--- src/rtl/prbs_sat_counter.sv ---
// Saturating up-counter; increments one cycle after inc_i and holds at all-ones.
// No backpressure: inc_i is sampled every cycle, cleared only by rst.
module prbs_sat_counter #(
   parameter int unsigned CNT_W = 8
) (
   input  logic             clk,
   input  logic             rst,
   input  logic             inc_i,
   output logic [CNT_W-1:0] count_o
);

   logic [CNT_W-1:0] count_q;
   logic [CNT_W-1:0] count_d;

   always_comb begin
      count_d = count_q;
      if (inc_i && (count_q != '1)) begin
         count_d = count_q + 1'b1;
      end
   end

   always_ff @(posedge clk or posedge rst) begin
      if (rst) begin
         count_q <= '0;
      end else begin
         count_q <= count_d;
      end
   end

   assign count_o = count_q;

endmodule

--- config.mk ---
export PLATFORM = sky130hd
export DESIGN_NAME = prbs_sat_counter
export DESIGN_NICKNAME = d
export VERILOG_FILES = /design/src/rtl/prbs_sat_counter.sv
export SDC_FILE = /design/constraint.sdc
export NUM_CORES = 1
export LEC_CHECK = 0
export BUFFER_PORTS_ARGS = -buffer_cell sky130_fd_sc_hd__buf_2
export CAP_MARGIN = 10
export CORE_AREA = 2 2 39 41
export DETAILED_ROUTE_END_ITERATION = 12
export DIE_AREA = 0 0 41 43
export GPL_TIMING_DRIVEN = 1
export PLACE_DENSITY_LB_ADDON = 0.08
export SLEW_MARGIN = 20
export SYNTH_ARGS = -nofsm -noshare
export SYNTH_HDL_FRONTEND = slang
export SYNTH_SLANG_ARGS = --single-unit
--- constraint.sdc ---
create_clock -name clk -period 2.8 [get_ports clk]
set_input_delay 0.56 -clock clk [delete_from_list [all_inputs] [get_ports clk]]
set_output_delay 0.56 -clock clk [all_outputs]
set_load 0.005 [all_outputs]
==> impl_metrics.tcl <==
set metrics [dict create \
    status "finished, final reports clean" \
    rsz0062_at_grt "no" \
    ys_async_sr_fraction 1.00 \
    rows 14 \
    synth_cell_types 19 \
    cts_buffers 3 \
    syn_area_um2 419 \
    first_global_vias 344 \
    hp-class "primary input to asynchronous set/reset pin" \
    synth_top_area_frac 0.478 \
    largest_reg_flops 8 \
    worstPathRequired_ns 2.93 \
    initialDrtViolationCount 0 \
    syn-num-nets 42 \
    die_h_um 43 \
    dp_hpwl_um 654 \
    relSlewSlack 0.779 \
    drtAntennaViolNets 0 \
    yosysMostFrequentCell "dfrtp_1" \
    clkTransAtPathRegs_ns 0.05 \
    clock-sinks 8 \
    cp-end-kind "register" \
    vias_per_cell 5.13 \
    period_share 0.564 \
    max_freq_mhz 634 \
    cts_setup_buffers 0 \
    dieWidth_um 41 \
    root_buffer "clkbuf_4" \
    dieArea_um2 1760 \
    first_pass_iters 1 \
    postSynthCellCount 38 \
    maxCapViolCount 0 \
    drive_gt1_frac 0.314 \
    core_area_um2 1380 \
    ir_drop_v 0.000388 \
    start_kind "register" \
    synth-main-ff-cell "dfrtp_1" \
    drc 0 \
    totalWireLength_um 865 \
    power.density_nw_per_um2 1020 \
    period_needed_ns 1.58 \
    grt_max_degree 9 \
    synth_seq_cells 8 \
    fin_worst_skew_ns 0.00211 \
    leakage_nw 0.221 \
    final_net_count 57 \
    num_antenna_cells 0 \
    worst-setup-path-type "register to register" \
    seq_area_frac_synth 0.478 \
    antenna_found_initial 0 \
    io_buffers 10 \
    hold_viol 0 \
    floorplan.initialDensity 0.303 \
    power.total_mw 0.522 \
    finalCoreUtilization 0.370 \
    grt_overflow 0 \
    cts_tree "built" \
    tns_ns 0 \
    arrival_ns 1.71 \
    grt_usage 0.127 \
    clock_latency_ns 0.24 \
    place_congestion 0.683 \
    synth.avg_cell_area_um2 11.0 \
    area.growth.synth_to_final_pct 22.1 \
    ctsHoldBuffers 0 \
    clockBufferDepth 2 \
    synth_edf_count 0 \
    crit_path_max_fanout 7 \
    yosysWarnings 0 \
    cts_max_level 1 \
    synth_area_leader_cell "dfrtp_1" \
    slew_violations 0 \
    grt_pass1_wl_um 1470 \
    synthTopCellsByCount "8 x dfrtp_1, 4 x nand2_1, 3 x mux2_1, 3 x nand3_1, 3 x nand4_1" \
    avgRoutedWirePerCell_um 12.9 \
    setup_viol 0 \
    ctsResizeCount 0 \
    tightest_slew_ns 0.331 \
    ioPinCount 11 \
    ys_top_cells_by_area "dfrtp_1 48%, mux2_1 8.1%, nand4_4 5.1%" \
    via_count 344 \
]
[stage by stage]
step / cells / setup WS [ns] / instance area [µm²] / hold slack [ns]
after CTS: 67 / 1.21 / 512 / 0.262
after global routing: 67 / 1.12 / 512 / 0.283
final: 67 / 1.22 / 512 / 0.260
after detailed placement: 64 / 1.23 / 489 / 0.512
after global placement: 64 / 1.23 / 489 / 0.498
after floorplan: 38 / 1.34 / 419 / 0.376
[cell type report]
class | count | area, µm²
Sequential cell | 8 | 200
Tap cell | 16 | 20.0
Inverter | 1 | 3.75
Fill cell | 163 | 872
Clock buffer | 3 | 22.5
Multi-Input combinational cell | 29 | 215
Timing Repair Buffer | 10 | 50.0
[placed cells by master, fill, tap and decap left out]
master	n
a21boi_1	1
a21oi_1	1
buf_2	10
clkbuf_4	3
dfrtp_1	8
ha_1	1
inv_1	1
mux2_1	3
mux2_2	1
nand2_1	4
nand3_1	3
nand4_1	3
nand4_4	1
nor2_1	2
nor3_1	2
o2111a_1	1
o21ai_1	1
o21ai_2	1
o21bai_1	2
o31a_1	1
xnor2_1	1
[final timing paths]
| kind | slack [ns] | to | depth (start not counted) | startpoint |
|---|---|---|---|---|
| max reg2reg | 1.22 | count_o[1] | 4 | count_o[0] |
| min reg2reg | 0.52 | count_o[6] | 1 | count_o[6] |
| max | 1.22 | count_o[1] | 4 | count_o[0] |
| min | 0.26 | count_o[1] | 2 | rst |
| max in group asynchronous | 2.29 | count_o[4] | 2 | rst |
| min in group clk | 0.52 | count_o[6] | 1 | count_o[6] |
[critical path: stages, from the launching register on]
cell and delay, ns:
dfrtp_1 0.43, ha_1 0.30, nand4_4 0.17, o21ai_2 0.23, mux2_1 0.34
[power breakdown]
| part | internal (mW) | switching (mW) |
|---|---|---|
| clock network | 0.0488 | 0.0356 |
| logic | 0.101 | 0.0807 |
| registers | 0.167 | 0.0889 |
[metal layers]
metal / track usage / share of wire / vias up
met1: 0.167 / 0.46 / 159
met5: 0 / 0 / -
li1: - / - / 174
met3: 0.0314 / 0.068 / 2
met4: 0.0800 / 0.016 / 0
met2: 0.178 / 0.45 / 9
[logic make-up (layout without fill, tap and decap cells)]
kind of cell | count (synthesis) | count (layout) | synth area share
simple gates | 15 | 15 | 0.209
flops | 8 | 8 | 0.478
xor+xnor | 1 | 1 | 0.0209
fa+ha+maj | 1 | 1 | 0.0298
compound gates | 8 | 8 | 0.146
mux | 4 | 4 | 0.107
buf+inv | 1 | 14 | 0.00895
Power figures use the tool's default switching activity.
